<file path="src/rtl/if_stage_param.sv">
// Parametrised instruction-fetch stage: PC register, word-addressed program memory,
// jump/branch redirect and a registered IF/ID output with stall, flush and fault flags.
module if_stage_param #(
  parameter int unsigned             ADDR_W     = 32,
  parameter int unsigned             DATA_W     = 32,
  parameter int unsigned             IMEM_DEPTH = 64,
  parameter logic [ADDR_W-1:0]       RESET_PC   = '0,
  parameter logic [DATA_W-1:0]       NOP_WORD   = '0
) (
  input  logic                          clock,
  input  logic                          reset,
  input  logic                          stall,
  input  logic                          flush,
  input  logic                          branch_taken,
  input  logic [ADDR_W-1:0]             branch_target,
  input  logic                          jump,
  input  logic [ADDR_W-1:0]             jump_target,
  input  logic                          prog_we,
  input  logic [$clog2(IMEM_DEPTH)-1:0] prog_addr,
  input  logic [DATA_W-1:0]             prog_data,
  output logic [ADDR_W-1:0]             pc,
  output logic                          id_valid,
  output logic [DATA_W-1:0]             id_instr,
  output logic [ADDR_W-1:0]             id_pc,
  output logic [ADDR_W-1:0]             id_pc_plus4,
  output logic [1:0]                    id_fault
);

  localparam int unsigned IDX_W = $clog2(IMEM_DEPTH);

  logic [DATA_W-1:0] mem [IMEM_DEPTH];

  logic [IDX_W-1:0]  fetch_idx;
  logic              range_fault;
  logic              write_hit;
  logic [DATA_W-1:0] fetch_word;
  logic              redirect;
  logic [ADDR_W-1:0] redirect_target;
  logic [ADDR_W-1:0] pc_plus4;
  logic [ADDR_W-1:0] pc_next;
  logic              misalign_q;

  assign fetch_idx   = pc[IDX_W+1:2];
  assign range_fault = {2'b00, pc[ADDR_W-1:2]} >= ADDR_W'(IMEM_DEPTH);
  // A write to the word being fetched on the same edge is forwarded straight into IF/ID.
  assign write_hit   = prog_we && (prog_addr == fetch_idx) && !range_fault;

  // NOTE: every always_comb output gets a default first so no path can infer a latch.
  always_comb begin
    fetch_word = mem[fetch_idx];
    if (range_fault) begin
      fetch_word = NOP_WORD;
    end else if (write_hit) begin
      fetch_word = prog_data;
    end
  end

  assign redirect        = jump | branch_taken;
  assign redirect_target = jump ? jump_target : branch_target;
  assign pc_plus4        = pc + ADDR_W'(4);

  always_comb begin
    pc_next = pc_plus4;
    if (redirect) begin
      pc_next = {redirect_target[ADDR_W-1:2], 2'b00};
    end else if (stall) begin
      pc_next = pc;
    end
  end

  // NOTE: program memory has no reset branch; contents survive reset and map onto plain RAM.
  always_ff @(posedge clock) begin
    if (prog_we) begin
      mem[prog_addr] <= prog_data;
    end
  end

  // NOTE: sequential state uses non-blocking assignments so every register samples pre-edge values.
  always_ff @(posedge clock or posedge reset) begin
    if (reset) begin
      pc         <= RESET_PC;
      misalign_q <= 1'b0;
    end else begin
      pc <= pc_next;
      // The flag follows the target until its first instruction is latched normally.
      if (redirect) begin
        misalign_q <= |redirect_target[1:0];
      end else if (!flush && !stall) begin
        misalign_q <= 1'b0;
      end
    end
  end

  always_ff @(posedge clock or posedge reset) begin
    if (reset) begin
      id_valid    <= 1'b0;
      id_instr    <= NOP_WORD;
      id_pc       <= '0;
      id_pc_plus4 <= '0;
      id_fault    <= 2'b00;
    end else if (flush || redirect) begin
      id_valid    <= 1'b0;
      id_instr    <= NOP_WORD;
      id_pc       <= pc;
      id_pc_plus4 <= pc_plus4;
      id_fault    <= 2'b00;
    end else if (!stall) begin
      id_valid    <= 1'b1;
      id_instr    <= fetch_word;
      id_pc       <= pc;
      id_pc_plus4 <= pc_plus4;
      id_fault    <= {misalign_q, range_fault};
    end
  end

endmodule

</file>
<file path="config.mk">
export PLATFORM = sky130hd
export DESIGN_NAME = if_stage_param
export DESIGN_NICKNAME = d
export VERILOG_FILES = /design/src/rtl/if_stage_param.sv
export SDC_FILE = /design/constraint.sdc
export NUM_CORES = 2
export LEC_CHECK = 0
export ABC_AREA = 1
export BUFFER_PORTS_ARGS = -buffer_cell sky130_fd_sc_hd__buf_2
export CAP_MARGIN = 20
export CORE_ASPECT_RATIO = 0.7
export CORE_MARGIN = 4
export CORE_UTILIZATION = 30
export CTS_BUF_LIST = sky130_fd_sc_hd__clkbuf_2
export CTS_CLUSTER_SIZE = 8
export DETAILED_ROUTE_END_ITERATION = 7
export PLACE_DENSITY = 0.55
export SYNTH_ARGS = -nofsm -noshare
export SYNTH_HDL_FRONTEND = slang
export SYNTH_SLANG_ARGS = --single-unit
</file>
<file path="constraint.sdc">
create_clock -name clock -period 5.58 [get_ports clock]
set_input_delay 0.837 -clock clock [delete_from_list [all_inputs] [get_ports clock]]
set_output_delay 0.837 -clock clock [all_outputs]
set_load 0.1 [all_outputs]
</file>
After elaboration in Yosys (flattened, before gate mapping)
Memories as Yosys holds them, arrays and structs flattened.
Cells that the tools add are included.
- bits of input ports: 109
- word-level logic and storage cells: 41
- memories: 1
- memory bits (writable): 2048
- register bits: 132
- output and inout bits: 131
- $lt $le $gt $ge: 1
- $add $sub $neg: 1
- mux-type cells: 18
- bitwise operators: 1
- reduce and logical (&&, ||, !) cells: 9
- eq/ne operators: 3
- memory list (name ; words ; bits a word ; read ports ; clocked after memory_dff ; write ports ; line ; text):
    mem ; 64 ; 32 ; 1 ; 0 ; 1 ; 31 ; logic [DATA_W-1:0] mem [IMEM_DEPTH];
- operator list (cell ; number):
    2-to-1 mux 32 bit ; 10
    adder 32 x 3 -> 32 bit (second input constant) ; 1
    >= comparator 30 x 7 -> 1 bit (second input constant) ; 1
    == test 6 bit ; 1
    2-to-1 mux 1 bit ; 6
    2-to-1 mux 2 bit ; 2
    != test 2 x 1 -> 1 bit (second input constant) ; 2
    logical AND 1 bit ; 3
    logical NOT 1 bit ; 3
    nonzero test 2 bit ; 1
    OR reduction 2 bit ; 1
    logical OR 1 bit ; 1
    bitwise OR 1 bit ; 1

Depth between registers and ports, before layout
- depth after elaboration: 7
- mapped depth: 16
- depth with buffers taken out: 13

Worst setup path after synthesis
OpenSTA, ideal clock, no wires.
- path kind: input-to-reg
- start point: input port prog_addr[0]
- end point: memory mem[49][0], enable pin
- slack: 0.633 ns
- buffers on the path: 1
- setup time: 0.502 ns
- arrival: 4.445 ns
- data required time: 5.078 ns
- cell stages on the path: 3
- cells stage by stage: clkbuf_1 -> inv_1 -> nor4_1
- RTL lines (item ; line ; text):
    start: declaration ; 19 ; input logic [$clog2(IMEM_DEPTH)-1:0] prog_addr,
    end: declaration ; 31 ;
Straight into the memory's write port.

Final worst setup path
- start point: register pc[2]
- end point: output port pc[2]
- RTL lines (item ; line ; text):
    start: declaration ; 21 ; output logic [ADDR_W-1:0] pc,
    start signal: assignment ; 84 ; pc <= pc_next;
No word-level cell between the ends.

==> run_results.csv <==
group,metric,value,unit
logic_synthesis,ys_seq_elements,2174,
logic_synthesis,synthDistinctLibCells,41,
timing,setup_viol,0,
logic_synthesis,synthXorXnorAreaFrac,0.00245,
drt,wl,298,mm
logic_synthesis,synth_cells,8078,
clock_tree,post_cts_buffers,0,
drt,drtPass1Iterations,6,
pwr,leakage,0.0397,uW
worst_setup_path,timing_worst_setup_path_type,"reg -> out",
die,ios,240,
hold_path,hp-class,"in -> reg",
timing,slew_violations,0,
grt,grt_use_met1,0.280,
pwr,powerDensity,334,nW/um^2
worst_setup_path,path_max_fanout,59,
clock_tree,clk_pin_slew,0.12,ns
placement,port_buffers,233,
clock_tree,cts_tree,"done",
timing,holdWs,0.220,ns
logic_synthesis,syn_area_per_cell,11.0,um^2
job,drv_cap,0,
final_layout,drive_gt1_frac,0.144,
clock_tree,clk_latency,1.74,ns
timing,slew_headroom,0.212,
logic_synthesis,synth_adder_area_share,0.000281,
die,rows,167,
grt,track_usage,0.188,
timing,tns,0,ns
run_status,status,"finished clean",
timing,post-route-period-util,0.906,
grt,antenna_found_initial,25,
logic_synthesis,synthMuxAreaShare,0,
logic_synthesis,synth_edf_count,2048,
logic_synthesis,synth_compound_area_frac,0.00940,
clock_tree,clockBufferDepth,4,
grt,grt_max_degree,183,
drt,vias,64093,
clock_tree,cts_resized,0,
drt,antenna_left,0,
logic_synthesis,ys.flop_type,"edfxtp_1",
die,dieArea,306000,um^2
worst_setup_path,cp_slowest_stage_delay,0.63,ns
placement,place_hpwl,177,mm
grt,gr-usage-met2,0.278,
logic_synthesis,ys_warn_count,0,
timing,grt_setup_unrepaired,"false",
timing,hold_viol,0,
worst_setup_path,cp_top_family,"buffers and inverters",
grt,grt_pass1_vias,60649,
drt,wl_per_cell,22.8,um
final_layout,nets,8837,
timing,skew,0.201,ns
die,die_y,464,um
timing,timing.final.crit_period,5.06,ns
clock_tree,root_buffer,"clkbuf_2",
timing,tightest_slew,1.18,ns
worst_setup_path,cp.arrival,4.22,ns
final_layout,final_core_util,0.345,
final_layout,area_growth,14.5,%
die,die_w,660,um
grt,grt-busiest-layer,"met1",
clock_tree,cts_buffers,482,
logic_synthesis,synth_simple_gate_area_frac,0.235,
placement,gp_congestion,0.862,
worst_setup_path,cp_slowest_cell,"buf_4",
grt,overflow,0,
logic_synthesis,async_flop_share,0.0580,
grt,grt_pass1_wl,429,mm
worst_setup_path,path_common_cell,"buf_4",
worst_setup_path,ff2ff_setup_slack,1.14,ns
timing,max_freq,198,MHz
worst_setup_path,worstPathCellList,"buf_12 -> buf_4 -> buf_4 -> buf_2",
clock_tree,ctsHoldBuffers,182,
pwr,peakVddDrop,0.000201,V
drt,drtIter0Drc,7597,
die,core,296000,um^2
worst_setup_path,start_kind,"flop",
die,start_util,0.301,
clock_tree,cts.sinks,2174,
logic_synthesis,syn_area,89200,um^2
grt,gr-usage-met3,0.0414,
logic_synthesis,yosysSeqAreaShare,0.725,
clock_tree,h-tree-depth,5,
worst_setup_path,worstPathRequired,4.74,ns
drt,vias_per_cell,4.90,
logic_synthesis,synth_top_family_by_area,"simple AND/OR/NAND/NOR gates",
worst_setup_path,crit_path_end_kind,"primary output",
drt,drc,0,
worst_setup_path,worstPathBufferInverterCount,4,
[metal layers]
metal  vias to the layer above  wire length, um
li1                      29006                -
met1                     31502           133000
met2                      3135           129000
met3                       436            29500
met4                        14             6180
met5                         -               84
[where the power goes]
group / internal [uW] / switching, uW
registers: 18000 / 138
logic: 1270 / 4250
clock network: 3960 / 6430
[flip-flops by register name, indices dropped and copies added (netlist names)]
| name | flops |
|---|---|
| id_pc_plus4 | 30 |
| id_instr | 32 |
| id_pc | 30 |
| pc | 30 |
| misalign_q | 1 |
| id_fault | 2 |
| mem | 2048 |
| id_valid | 1 |
[area by class of cell]
type | count | area, um^2
sequential | 2174 | 64700
multi-input combinational | 5362 | 22600
clock buffer | 750 | 3750
antenna | 9 | 22.5
timing repair buffer | 623 | 5090
clock inverter | 113 | 711
fill | 29551 | 194000
inverter | 83 | 337
tap | 3971 | 4970
[stage by stage]
stage	power, uW	setup WS (ns)	area [um^2]	std cells
after CTS	34300	0.412	102000	13076
final	34100	0.523	102000	13085
after global routing	35600	0.357	102000	13080
after floorplan	21800	0.633	89200	8083
after detailed placement	23900	1.51	95800	12031
after global placement	23800	1.46	95500	12016
[layout by cell type, fill, tap and decap left out, types with 20 or more instances in the layout]
master | synthesis | final
a21oi_1 | 21 | 21
buf_12 | 0 | 32
buf_2 | 239 | 231
buf_4 | 34 | 171
clkbuf_2 | 1 | 750
clkinv_1 | 2 | 85
dfrtp_1 | 126 | 124
dlygate4sd3_1 | 0 | 182
edfxtp_1 | 2048 | 2048
inv_1 | 75 | 72
nand2_1 | 3678 | 3674
nand3_1 | 1051 | 1051
nand4_1 | 20 | 20
nor2_1 | 408 | 346
nor2_4 | 2 | 63
o21ai_0 | 42 | 42
o21ai_1 | 21 | 21
xor2_1 | 23 | 23
[worst paths after layout]
check	start	end	cells after the start
worst max-delay path	pc[2]$_DFFE_PP0N_	pc[2]	4
worst min-delay path	prog_data[16]	mem[37][16]$_DFFE_PP_	2
max in group asynchronous	reset	pc[2]$_DFFE_PP0N_	5
worst min register to register	id_pc_plus4[20]$_DFFE_PP0P_	id_pc_plus4[20]$_DFFE_PP0P_	2
worst max register to register	pc[3]$_DFFE_PP0N_	id_instr[28]$_DFFE_PP0P_	14
min in group asynchronous	reset	id_pc[3]$_DFFE_PP0P_	4
[kinds of logic (layout without fill, tap and decap cells)]
kind of cell             after synthesis  after routing
AO/OA/AOI/OAI                        136            136
XOR/XNOR                              25             25
adder cells (fa/ha/maj)                2              2
buffers and inverters                547           1569
flip-flops                          2174           2174
other                                  1             15
AND/OR/NAND/NOR                     5193           5193
[cell usage after synthesis (3+ instances only)]
cell type / n / area (um^2)
nand2_1: 3678 / 13800
edfxtp_1: 2048 / 61500
nand3_1: 1051 / 5260
nor2_1: 408 / 1530
buf_2: 239 / 1200
clkbuf_1: 152 / 571
dfrtp_1: 126 / 3150
inv_1: 75 / 282
o21ai_0: 42 / 210
buf_1: 34 / 128
buf_4: 34 / 255
xor2_1: 23 / 201
a21oi_1: 21 / 105
o21ai_1: 21 / 105
nand4_1: 20 / 125
a221oi_1: 17 / 149
a22oi_1: 17 / 128
nor3_1: 15 / 75.1
nor4_1: 10 / 62.6
a32oi_1: 8 / 70.1
inv_2: 6 / 22.5
buf_6: 4 / 45.0
a31oi_1: 3 / 18.8
o22ai_1: 3 / 18.8
[worst reg2reg max path, delay by kind of cell, from the launching register on]
kind	cells	cell delay, ns
flops	1	0.90
buf+inv	3	1.61
simple gates	11	2.01
Power figures use the tool's default switching activity.
